==> src/rtl/e203_irq_stim_gen.sv <==
// Interrupt stimulus generator for the SoC simulation bench.
// Each of NUM_CH channels arms on a commit-PC match, waits a fixed or
// LFSR-random delay, raises its IRQ, and releases it when the handler's
// acknowledge PC commits (or when the ack timeout expires).
// DLY_W must not exceed 16 (the delay is drawn from the 16-bit LFSR).
module e203_irq_stim_gen #(
  parameter int unsigned NUM_CH  = 3,
  parameter int unsigned PC_SIZE = 32,
  parameter int unsigned DLY_W   = 10,
  parameter int unsigned TMO_W   = 12,
  parameter int unsigned CNT_W   = 16,
  parameter logic [15:0] SEED    = 16'hACE1
) (
  input  logic                      clk,
  input  logic                      rst_n,
  input  logic                      cmt_valid,
  input  logic [PC_SIZE-1:0]        cmt_pc,
  input  logic [PC_SIZE-1:0]        arm_pc,
  input  logic [NUM_CH*PC_SIZE-1:0] ack_pc,
  input  logic [NUM_CH-1:0]         ch_en,
  input  logic [NUM_CH-1:0]         rand_mode,
  input  logic [NUM_CH*DLY_W-1:0]   fix_dly,
  input  logic                      stop_i,
  output logic [NUM_CH-1:0]         irq_o,
  output logic [NUM_CH*CNT_W-1:0]   fire_cnt,
  output logic [NUM_CH-1:0]         tmo_err,
  output logic                      armed_o,
  output logic                      drained_o
);

  // Delay counter is one bit wider than DLY_W so that 2^DLY_W fits.
  localparam int unsigned CW = DLY_W + 1;

  typedef enum logic [1:0] {
    CH_IDLE,
    CH_WAIT,
    CH_ASSERT,
    CH_STOP
  } ch_state_e;

  logic              armed_q;
  logic [NUM_CH-1:0] quiet;

  // Arm latch: set by the first commit of the arm PC, held until reset.
  always_ff @(posedge clk or negedge rst_n) begin
    if (!rst_n) begin
      armed_q <= 1'b0;
    end else if (cmt_valid && (cmt_pc == arm_pc)) begin
      armed_q <= 1'b1;
    end
  end

  assign armed_o = armed_q;

  for (genvar g = 0; g < NUM_CH; g++) begin : g_ch
    localparam logic [15:0] SEED_MIX = SEED ^ 16'(g * 16'h1357);
    localparam logic [15:0] CH_SEED  = (SEED_MIX == 16'h0000) ? 16'h0001 : SEED_MIX;

    ch_state_e          st_q, st_d;
    logic [CW-1:0]      dly_q, dly_d;
    logic [TMO_W-1:0]   tmo_q, tmo_d;
    logic [15:0]        lfsr_q, lfsr_d;
    logic [CNT_W-1:0]   cnt_q, cnt_d;
    logic               err_q, err_d;
    logic               irq_q;
    logic               load;
    logic               ack_hit;
    logic [PC_SIZE-1:0] ack_pc_i;
    logic [DLY_W-1:0]   fix_i;
    logic [15:0]        lfsr_step;
    logic [CW-1:0]      load_val;

    assign ack_pc_i  = ack_pc[g*PC_SIZE +: PC_SIZE];
    assign fix_i     = fix_dly[g*DLY_W +: DLY_W];
    assign ack_hit   = cmt_valid && (cmt_pc == ack_pc_i);
    assign lfsr_step = {1'b0, lfsr_q[15:1]} ^ (lfsr_q[0] ? 16'hB400 : 16'h0000);
    assign load_val  = rand_mode[g] ? ({1'b0, lfsr_q[DLY_W-1:0]} + CW'(1))
                                    : ((fix_i == '0) ? CW'(1) : {1'b0, fix_i});

    // Channel next-state: delay countdown, assert, ack/timeout release, stop.
    always_comb begin
      st_d   = st_q;
      dly_d  = dly_q;
      tmo_d  = tmo_q;
      lfsr_d = lfsr_q;
      cnt_d  = cnt_q;
      err_d  = err_q;
      load   = 1'b0;
      unique case (st_q)
        CH_IDLE: begin
          if (armed_q) begin
            if (stop_i) begin
              st_d = CH_STOP;
            end else if (ch_en[g]) begin
              st_d = CH_WAIT;
              load = 1'b1;
            end
          end
        end
        CH_WAIT: begin
          if (stop_i || !ch_en[g]) begin
            st_d = CH_STOP;
          end else if (dly_q == CW'(1)) begin
            st_d  = CH_ASSERT;
            // Starting at 1 makes the all-ones match land on the
            // (2^TMO_W-1)th cycle of assertion.
            tmo_d = TMO_W'(1);
          end else begin
            dly_d = dly_q - CW'(1);
          end
        end
        CH_ASSERT: begin
          if (ack_hit || (tmo_q == '1)) begin
            if (ack_hit) begin
              if (cnt_q != '1) cnt_d = cnt_q + CNT_W'(1);
            end else begin
              err_d = 1'b1;
            end
            if (stop_i) begin
              st_d = CH_STOP;
            end else begin
              st_d = CH_WAIT;
              load = 1'b1;
            end
          end else begin
            tmo_d = tmo_q + TMO_W'(1);
          end
        end
        default: begin
          st_d = CH_STOP;
        end
      endcase
      if (load) begin
        dly_d = load_val;
        if (rand_mode[g]) lfsr_d = lfsr_step;
      end
    end

    // Channel state registers; irq is registered from the next state.
    always_ff @(posedge clk or negedge rst_n) begin
      if (!rst_n) begin
        st_q   <= CH_IDLE;
        dly_q  <= '0;
        tmo_q  <= '0;
        lfsr_q <= CH_SEED;
        cnt_q  <= '0;
        err_q  <= 1'b0;
        irq_q  <= 1'b0;
      end else begin
        st_q   <= st_d;
        dly_q  <= dly_d;
        tmo_q  <= tmo_d;
        lfsr_q <= lfsr_d;
        cnt_q  <= cnt_d;
        err_q  <= err_d;
        irq_q  <= (st_d == CH_ASSERT);
      end
    end

    assign irq_o[g]                    = irq_q;
    assign tmo_err[g]                  = err_q;
    assign fire_cnt[g*CNT_W +: CNT_W]  = cnt_q;
    assign quiet[g] = !ch_en[g] || (st_q == CH_IDLE) || (st_q == CH_STOP);
  end

  assign drained_o = (&quiet) && !(|irq_o);

endmodule

==> config.mk <==
export PLATFORM = sky130hd
export DESIGN_NAME = e203_irq_stim_gen
export DESIGN_NICKNAME = d
export VERILOG_FILES = /design/src/rtl/e203_irq_stim_gen.sv
export SDC_FILE = /design/constraint.sdc
export NUM_CORES = 1
export LEC_CHECK = 0
export CORE_ASPECT_RATIO = 1.2
export CORE_UTILIZATION = 40
export DETAILED_ROUTE_END_ITERATION = 8
export HOLD_SLACK_MARGIN = 0.05
export PLACE_DENSITY_LB_ADDON = 0.15
export SLEW_MARGIN = 20
export SYNTH_ARGS = -nofsm -noshare
export SYNTH_HDL_FRONTEND = slang
export SYNTH_SLANG_ARGS = --single-unit
==> constraint.sdc <==
create_clock -name clk -period 3.1 [get_ports clk]
set_input_delay 0.31 -clock clk [delete_from_list [all_inputs] [get_ports clk]]
set_output_delay 0.31 -clock clk [all_outputs]
set_load 0.05 [all_outputs]
== After elaboration in Yosys (flattened, before gate mapping) ==
Index checks and enable logic that the tools add are counted.

* Add/sub/neg operators: 12
* Equal/unequal tests: 40
* Multiplexer cells: 71
* Bitwise logic cells: 6
* Reduce and logical (&&, ||, !) cells: 50

{| class="wikitable"
|+ Operators by type and width
! kind !! number
|-
| 11-bit 2-to-1 mux || 15
|-
| 32-bit equality test || 4
|-
| 12-bit 2-to-1 mux || 9
|-
| 12-bit one-hot mux with 2 select lines || 3
|-
| 16-bit by 1-bit adder with 16-bit output, second input constant || 3
|-
| 16-bit 2-to-1 mux || 3
|-
| 16-bit inequality test, second input constant || 3
|-
| 15-bit by 16-bit bitwise XOR with 16-bit output || 3
|-
| 2-bit 2-to-1 mux || 19
|-
| 12-bit by 1-bit adder with 12-bit output, second input constant || 3
|-
| 12-bit equality test, second input constant || 3
|-
| 10-bit by 1-bit adder with 11-bit output, second input constant || 3
|-
| 11-bit by 1-bit equality test with 1-bit output, second input constant || 3
|-
| 11-bit by 1-bit subtractor with 11-bit output, second input constant || 3
|-
| 10-bit zero test || 3
|-
| 10-bit 2-to-1 mux || 3
|-
| 2-bit inequality test, second input constant || 15
|-
| 4-bit AND reduction || 6
|-
| 3-bit AND reduction || 7
|-
| 2-bit equality test, second input constant || 9
|-
| 2-bit one-hot mux with 3 select lines || 3
|-
| 1-bit 2-to-1 mux || 13
|-
| 1-bit logical OR || 12
|-
| 2-bit nonzero test || 6
|-
| other kinds (8) || 25
|}

* Flip-flop bits (word level): 178
* Output and inout port bits: 56

== Depth between registers and ports, before layout ==
Gate-level depths: netlist (run 1).

* Word-level depth: 7
* Mapped depth: 10
* Gate-level depth less buffers: 9

== Least setup slack after synthesis (run 1) ==
No wires, ideal clock.

* Kind: register -> register
* Start point: register g_ch[1].cnt_q[2]
* End point: register g_ch[1].cnt_q[14]
* Setup time: 141 ps
* Arrival time: 2340 ps
* Required time: 2959 ps
* Setup slack: 620 ps
* Stages on the path, launching flop included: 9
* Buffers on the path: 1
* Clock period less this slack: 2480 ps
* Path through: dfrtp_1 and4_1 nand2_1 nor2_1 and3_1 a311oi_1 buf_2 nand4_1 xnor2_1

* Cells in the longest elaborated chain, start to end: 2
* Elaborated cells on any way between the ends: 3
* Classes of those cells: add/sub: 1; eq/ne: 1; reduce/logical: 1

{| class="wikitable"
|+ RTL lines
! what !! line !! source
|-
| start: declaration || 63 || <nowiki>logic [CNT_W-1:0] cnt_q, cnt_d;</nowiki>
|-
| start signal: assignment || 154 || <nowiki>cnt_q <= cnt_d;</nowiki>
|-
| branches (longest 2 deep; another with 16-bit by 1-bit adder with 16-bit output) || n/a ||
|}

Several ways; the timed one is not identified.
A chain may end at the register's enable or synchronous reset.

== Final worst setup path (run 1) ==
* Start point: register g_ch[0].st_q[1]
* End point: output port drained_o

* Cells in the longest elaborated chain, start to end: 5
* Elaborated cells on any way between the ends: 6
* Classes of those cells: eq/ne: 1; reduce/logical: 5

{| class="wikitable"
|+ RTL lines
! what !! line !! source
|-
| start: declaration || 59 || <nowiki>ch_state_e st_q, st_d;</nowiki>
|-
| start signal: assignment || 150 || <nowiki>st_q <= st_d;</nowiki>
|-
| 2-bit zero test || 163 || <nowiki>assign quiet[g] = !ch_en[g] || (st_q == CH_IDLE) || (st_q == CH_STOP);</nowiki>
|-
| 1-bit logical OR || 163 ||
|-
| 1-bit logical OR (*) || 163 ||
|-
| 3-bit AND reduction (*) || 166 || <nowiki>assign drained_o = (&quiet) && !(|irq_o);</nowiki>
|-
| 1-bit logical AND (*) || 166 ||
|-
| end: declaration || 28 || <nowiki>output logic drained_o</nowiki>
|}

Mark *: on every way between the ends. The rest lies on a longest branch, timed or not.

==> results of run 1 <==
==> cell usage after synthesis, types with 23 or more instances <==
master,instances
a21oi_1,35
and3_1,23
clkbuf_1,29
dfrtp_1,150
dfstp_2,28
mux2_2,46
nand2_1,76
nand3_1,60
nand4_1,44
nor2_1,64
nor4_1,45
o21ai_0,36
xnor2_1,103
xor2_1,131
==> worst max-delay path: stages, from the launching register on <==
cell and delay (ns):
dfrtp_1 0.45, xor2_1 0.19, a2111oi_0 0.40, and3_1 0.24, clkdlybuf4s50_1 0.81
==> per-layer routing <==
| layer | vias up | wire length (um) | GRT usage |
|---|---|---|---|
| li1 | 4546 | - | - |
| met1 | 4408 | 14100 | 0.291 |
| met2 | 205 | 14700 | 0.376 |
| met3 | 46 | 1810 | 0.0586 |
| met4 | 0 | 820 | 0.0885 |
| met5 | - | 0 | 0 |
==> power by group <==
group / internal [mW] / total, mW / switching [mW]
clock: 1.14 / 2.13 / 0.996
combinational: 0.517 / 0.949 / 0.431
sequential: 2.45 / 2.58 / 0.133
==> stage by stage <==
step           hold WS (ns)  cells  power, mW  TNS (ns)  area (um2)
5_1_grt               0.495   1742       5.93         0       14800
3_5_place_dp          0.362   1705       3.57     -2.04       14200
4_1_cts               0.468   1738       5.73         0       14700
2_1_floorplan        0.0144   1108       3.04         0       10900
3_3_place_gp          0.370   1705       3.56     -1.29       14200
6_report              0.436   1742       5.66         0       14800
==> registers in the layout (all words and copies together), names as in the netlist <==
| name | flops |
|---|---|
| g_ch.cnt_q | 48 |
| g_ch.lfsr_q | 48 |
| g_ch.tmo_q | 36 |
| g_ch.dly_q | 33 |
| g_ch.st_q | 6 |
| g_ch.err_q | 3 |
| g_ch.irq_q | 3 |
| armed_o | 1 |
==> how the worst max path moves through the flow <==
stage                     cells past startpoint              from            endpoint  slack [ns]
after floorplan                               8  g_ch[1].cnt_q[2]   g_ch[1].cnt_q[14]        0.62
after global placement                        9        cmt_pc[15]   g_ch[0].lfsr_q[8]       -0.09
after detailed placement                     10        cmt_pc[30]  g_ch[0].lfsr_q[14]       -0.11
after CTS                                     4   g_ch[0].st_q[0]           drained_o        0.20
after global routing                          4   g_ch[0].st_q[1]           drained_o        0.15
final                                         4   g_ch[0].st_q[1]           drained_o        0.28
==> cell type report <==
class,instances,area (um2),share of cell area
tap,335,419,0.0284
multi-input combinational,864,6150,0.417
sequential,178,4490,0.304
antenna,4,10.0,0.000678
clock buffer,18,429,0.0291
timing repair buffer,310,3040,0.206
inverter,19,71.3,0.00483
clock inverter,14,141,0.00958
==> cell families (layout without fill, tap and decap cells) <==
kind of cell / count (synthesis) / count (layout)
AOI/OAI and AO/OA: 138 / 138
xor gates and xnor gates: 234 / 234
and+or+nand+nor: 410 / 410
DFF: 178 / 178
muxes: 67 / 67
adders and majority gates: 15 / 15
other: 0 / 4
buffers and inverters: 66 / 361
==> what timing repair did <==
| action | in CTS | in global routing |
|---|---|---|
| hold buffers | 1 | 0 |
| endpoints found under the hold margin | 47 | 0 |
| buffers inserted | 0 | 0 |
| gates resized for setup | 0 | 0 |
==> summary.txt, run 1 <==
Floorplanning
  – Die Span X: 153 um
  – Die Y: 183 um
  – Die area: 28000 um2
  – # rows: 65
  – Starting density of the core: 0.411
  – Top-level I/O count: 256
  – Core Region: 26600 um2

Logic synthesis
  – XOR/XNOR Fraction of Synth Area: 0.188
  – Synth async-reset ratio: 1.00
  – Yosys reg bits: 178
  – Mapped Area: 10900 um2
  – Compound-Gate Fraction of Synth Area: 0.0844
  – Largest family of logic cells by synthesized area: simple AND/OR/NAND/NOR gates
  – Simple-gate share of the synthesized area: 0.202
  – Post-synth EDFFs: 0
  – Post-synthesis sequential area ratio: 0.411
  – Yosys top cell by area: dfrtp_1
  – Syn Area/Cell: 9.86 um2
  – Dominant cells by area after synthesis: dfrtp_1, xor2_1, xnor2_1
  – Mapped Cells: 1108
  – Syn_nets: 1323
  – Mux contribution to synthesized area: 0.0712
  – Yosys cell types: 64
  – Top-area cell type share of the netlist area: 0.343
  – Top FF cell, synth: dfrtp_1
  – Synth Area in Adders: 0.0172
  – Syn. warnings: 0

CTS
  – Worst-path clk slew: 0.07 ns
  – Clock Latency Late Sink: 0.44 ns
  – Clock sinks: 178
  – Clock Tree Root: clkbuf_16
  – CTS tree: yes
  – CTS H-Tree Depth: 4
  – Cts bufs inserted: 17
  – Clock Path Buffers: 2

Finish
  – Area Overhead vs Synth: 35.0%
  – Number of fill cells in the layout: 2432
  – Fin nets: 1605
  – Finished Core Util: 0.555
  – Commonest cells after routing, fill and taps aside: clkdlybuf4s50_1, dfrtp_1, xor2_1
  – Fraction of layout cells with a size suffix above 1: 0.133
  – Commonest non-fill, non-tap cell in the layout: clkdlybuf4s50_1

Timing
  – Final setup fails: 0
  – Worst-Margin Slew: 0.853 ns
  – Hold Vio Cnt, Final: 0
  – Achievable Freq: 0.354 GHz
  – RSZ-0062 raised after global routing: no
  – Period minus WS final: 2.82 ns
  – Final Slew Violations: 0
  – Crit share post-route: 0.910
  – Worst rel slew slack: 0.426
  – Post-route setup slack: 0.278 ns
  – Layout Skew: 0.0112 ns

Power and ir drop
  – Power per Cell Area: 384 nW/um2
  – Leak pwr: 6.21 nW
  – VDD IR max: 317 uV

GRT
  – Number of global-route vias before repair: 9304
  – Total grt overflow: 0
  – Total track usage: 0.230
  – Initial antenna violation count: 4
  – First-pass GRT wire length: 49.9 mm
  – Largest net degree at the start of global routing: 70

Worst setup path
  – Arrival time at the worst endpoint: 2.51 ns
  – CP Launch Type: flop
  – Worst setup EP type: primary output
  – Crit path required time: 2.79 ns
  – CP max FO: 7
  – Crit path kind: flop to primary output
  – R2r setup slk: 0.50 ns
  – R2R cell count: 8
  – Crit Reg-Reg Startpoint: g_ch[0].dly_q[3]
  – Reg-to-Reg End: g_ch[0].tmo_q[11]

Placed design
  – Dpl hpwl: 24.8 mm
  – Number of port buffers: 255
  – Place WS: -0.106 ns
  – Routability cong.: 1.02

Route
  – DRT iter0 DRCs: 482
  – Pre-antenna DRT Iters: 4
  – DR WL/cell: 18.0 um
  – Antenna-violating nets left: 0
  – DRC: 0
  – Via density: 5.28
  – Vias: 9205
  – Total Routed Length: 31.4 mm

Hold path
  – Path category of the worst min-delay check: primary input to asynchronous set/reset pin

Status
  – Outcome: completed

Flow run
  – Max Cap Viol: 0
No activity file was read; power rests on OpenSTA's default activity.
==> run 2: changes to the inputs <==
Settings changed: ABC_AREA set to 1.
==> run 2 against run 1 <==
Compared with the run above:
- routed wire length grew 20%
- sequential share of layout area decreased by 3.6 points
- total power fell by 4.2%
- critical path type unchanged
- highest routed layer is now met5
==> summary.txt, run 2 <==
Worst setup path
  – R2r setup slk: 0.76 ns
  – CP max FO: 5
  – Crit path required time: 2.79 ns
  – Slowest cell delay on critical path: 0.90 ns
  – Bufs and invs on worst path: 1
  – Worst setup EP type: primary output
  – Arrival time at the worst endpoint: 2.36 ns
  – CP Cell Sequence: nor2_1 > o21ai_0 > nor3_1 > clkdlybuf4s50_1
  – Cell family with most CP delay: buffers and inverters
  – Slowest library cell on the worst path: clkdlybuf4s50_1
  – Reg-to-Reg End: g_ch[0].lfsr_q[8]
  – Crit path kind: flop to primary output
  – CP Launch Type: flop
  – R2R cell count: 10
  – Crit Reg-Reg Startpoint: g_ch[0].tmo_q[0]

Route
  – Total Routed Length: 37.7 mm
  – Pre-antenna DRT Iters: 7
  – DRT iter0 DRCs: 702
  – DR WL/cell: 14.6 um
  – DRC: 0
  – Vias: 12900
  – Antenna-violating nets left: 0
  – Via density: 4.98

Placed design
  – Routability cong.: 0.917
  – Placed insts: 2544
  – Dpl hpwl: 29.8 mm
  – Number of port buffers: 255

Logic synthesis
  – Syn Area/Cell: 6.91 um2
  – Post-synth EDFFs: 0
  – Post-synthesis sequential area ratio: 0.339
  – Mapped Cells: 1915
  – Syn. warnings: 0
  – Yosys cell types: 58
  – Syn_nets: 2130
  – Cell with the most instances after synthesis: nand2_1
  – Top-area cell type share of the netlist area: 0.284
  – Top FF cell, synth: dfrtp_1
  – Top post-synthesis cells by count: nand2_1, inv_1, nor2_1
  – Yosys top cell by area: dfrtp_1
  – Mapped Area: 13200 um2
  – Yosys reg bits: 178
  – Synth async-reset ratio: 1.00
  – Dominant cells by area after synthesis: dfrtp_1, nand2_1, inv_1

Timing
  – Final Slew Violations: 0
  – Min Hold Slack: 0.461 ns
  – Crit share post-route: 0.860
  – Hold Vio Cnt, Final: 0
  – Worst-Margin Slew: 0.723 ns
  – Layout Skew: 0.00926 ns
  – RSZ-0062 raised after global routing: no
  – Final setup fails: 0
  – Period minus WS final: 2.67 ns
  – Setup TNS: 0 ns
  – Achievable Freq: 0.375 GHz
  – Worst rel slew slack: 0.518

Finish
  – Finished Core Util: 0.516
  – Commonest non-fill, non-tap cell in the layout: nand2_1
  – Biggest regs: g_ch.cnt_q (48), g_ch.lfsr_q (48), g_ch.tmo_q (36)
  – Area Overhead vs Synth: 26.4%
  – Non-filler cells, final: 2583
  – Fraction of layout cells with a size suffix above 1: 0.0742
  – Commonest cells after routing, fill and taps aside: nand2_1, clkdlybuf4s50_1, inv_1
  – Fin nets: 2372

Floorplanning
  – Starting density of the core: 0.408
  – # rows: 72
  – Die area: 33800 um2
  – Top-level I/O count: 256
  – Die Span X: 168 um
  – Core Region: 32400 um2
  – Die Y: 201 um

CTS
  – CTS H-Tree Depth: 4
  – Cts bufs inserted: 17
  – Clock Path Buffers: 2
  – Clock sinks: 178
  – Clock Tree Root: clkbuf_16
  – Worst-path clk slew: 0.07 ns
  – CTS tree: yes
  – Clock Latency Late Sink: 0.44 ns

GRT
  – Number of global-route vias before repair: 12600
  – Initial antenna violation count: 8
  – Total track usage: 0.227
  – Total grt overflow: 0
  – First-pass GRT wire length: 62.5 mm
  – Largest net degree at the start of global routing: 73

Flow run
  – Max Cap Viol: 0

Hold path
  – Path category of the worst min-delay check: primary input to asynchronous set/reset pin

Status
  – Outcome: completed

Power and ir drop
  – Power per Cell Area: 324 nW/um2
  – VDD IR max: 335 uV
  – Leak pwr: 7.74 nW
## run 2: cell type report
cell class,count,area [um2]
antenna,6,15.0
fill,3164,15700
tap,407,509
multi-input combinational,1442,7520
clock buffer,18,429
timing repair buffer,270,2690
clock inverter,14,145
inverter,248,931
sequential,178,4490
## run 2: kinds of logic after synthesis
kind of cell,Yosys count,share of synthesized area
AO/OA/AOI/OAI,183,0.0883
XOR/XNOR,147,0.0973
adder cells (fa/ha/maj),15,0.0142
buffers and inverters,295,0.0926
flip-flops,178,0.339
multiplexers,3,0.00227
AND/OR/NAND/NOR,1094,0.366
## run 2: what timing repair did
item	CTS	global route
setup endpoints to repair	0	0
setup buffers	0	0
gates resized for setup	0	0
hold endpoints to repair	62	0
hold buffers	1	0
## run 2: power by group
group	leakage (nW)	internal, mW	switching (mW)	total, mW
Sequential	2.18	2.37	0.0474	2.42
Combinational	5.27	0.411	0.452	0.864
Clock	0.285	1.14	1.00	2.14
Total	7.74	3.92	1.50	5.43
## run 2: worst max path at each step
stage / start / endpoint / cells after the start
floorplan: g_ch[2].st_q[1] / drained_o / 6
global placement: cmt_pc[26] / g_ch[0].lfsr_q[2] / 13
detailed placement: cmt_pc[28] / g_ch[0].lfsr_q[8] / 13
CTS: g_ch[0].st_q[0] / drained_o / 4
global route: g_ch[0].st_q[0] / drained_o / 4
finish: g_ch[0].st_q[0] / drained_o / 4
## run 2: layer usage
metal	track usage	vias to the layer above	wire length (um)
met3	0.0429	51	1830
met4	0.0821	4	882
met2	0.401	298	18700
met5	0	-	34
met1	0.274	5868	16200
li1	-	6640	-
## run 2: through the flow
step | total power [mW] | worst slack (ns) | area (um2)
2_1_floorplan | 2.85 | 0.855 | 13200
3_3_place_gp | 3.32 | 0.188 | 16100
3_5_place_dp | 3.33 | 0.128 | 16100
4_1_cts | 5.50 | 0.407 | 16700
5_1_grt | 5.69 | 0.300 | 16700
6_report | 5.43 | 0.433 | 16700
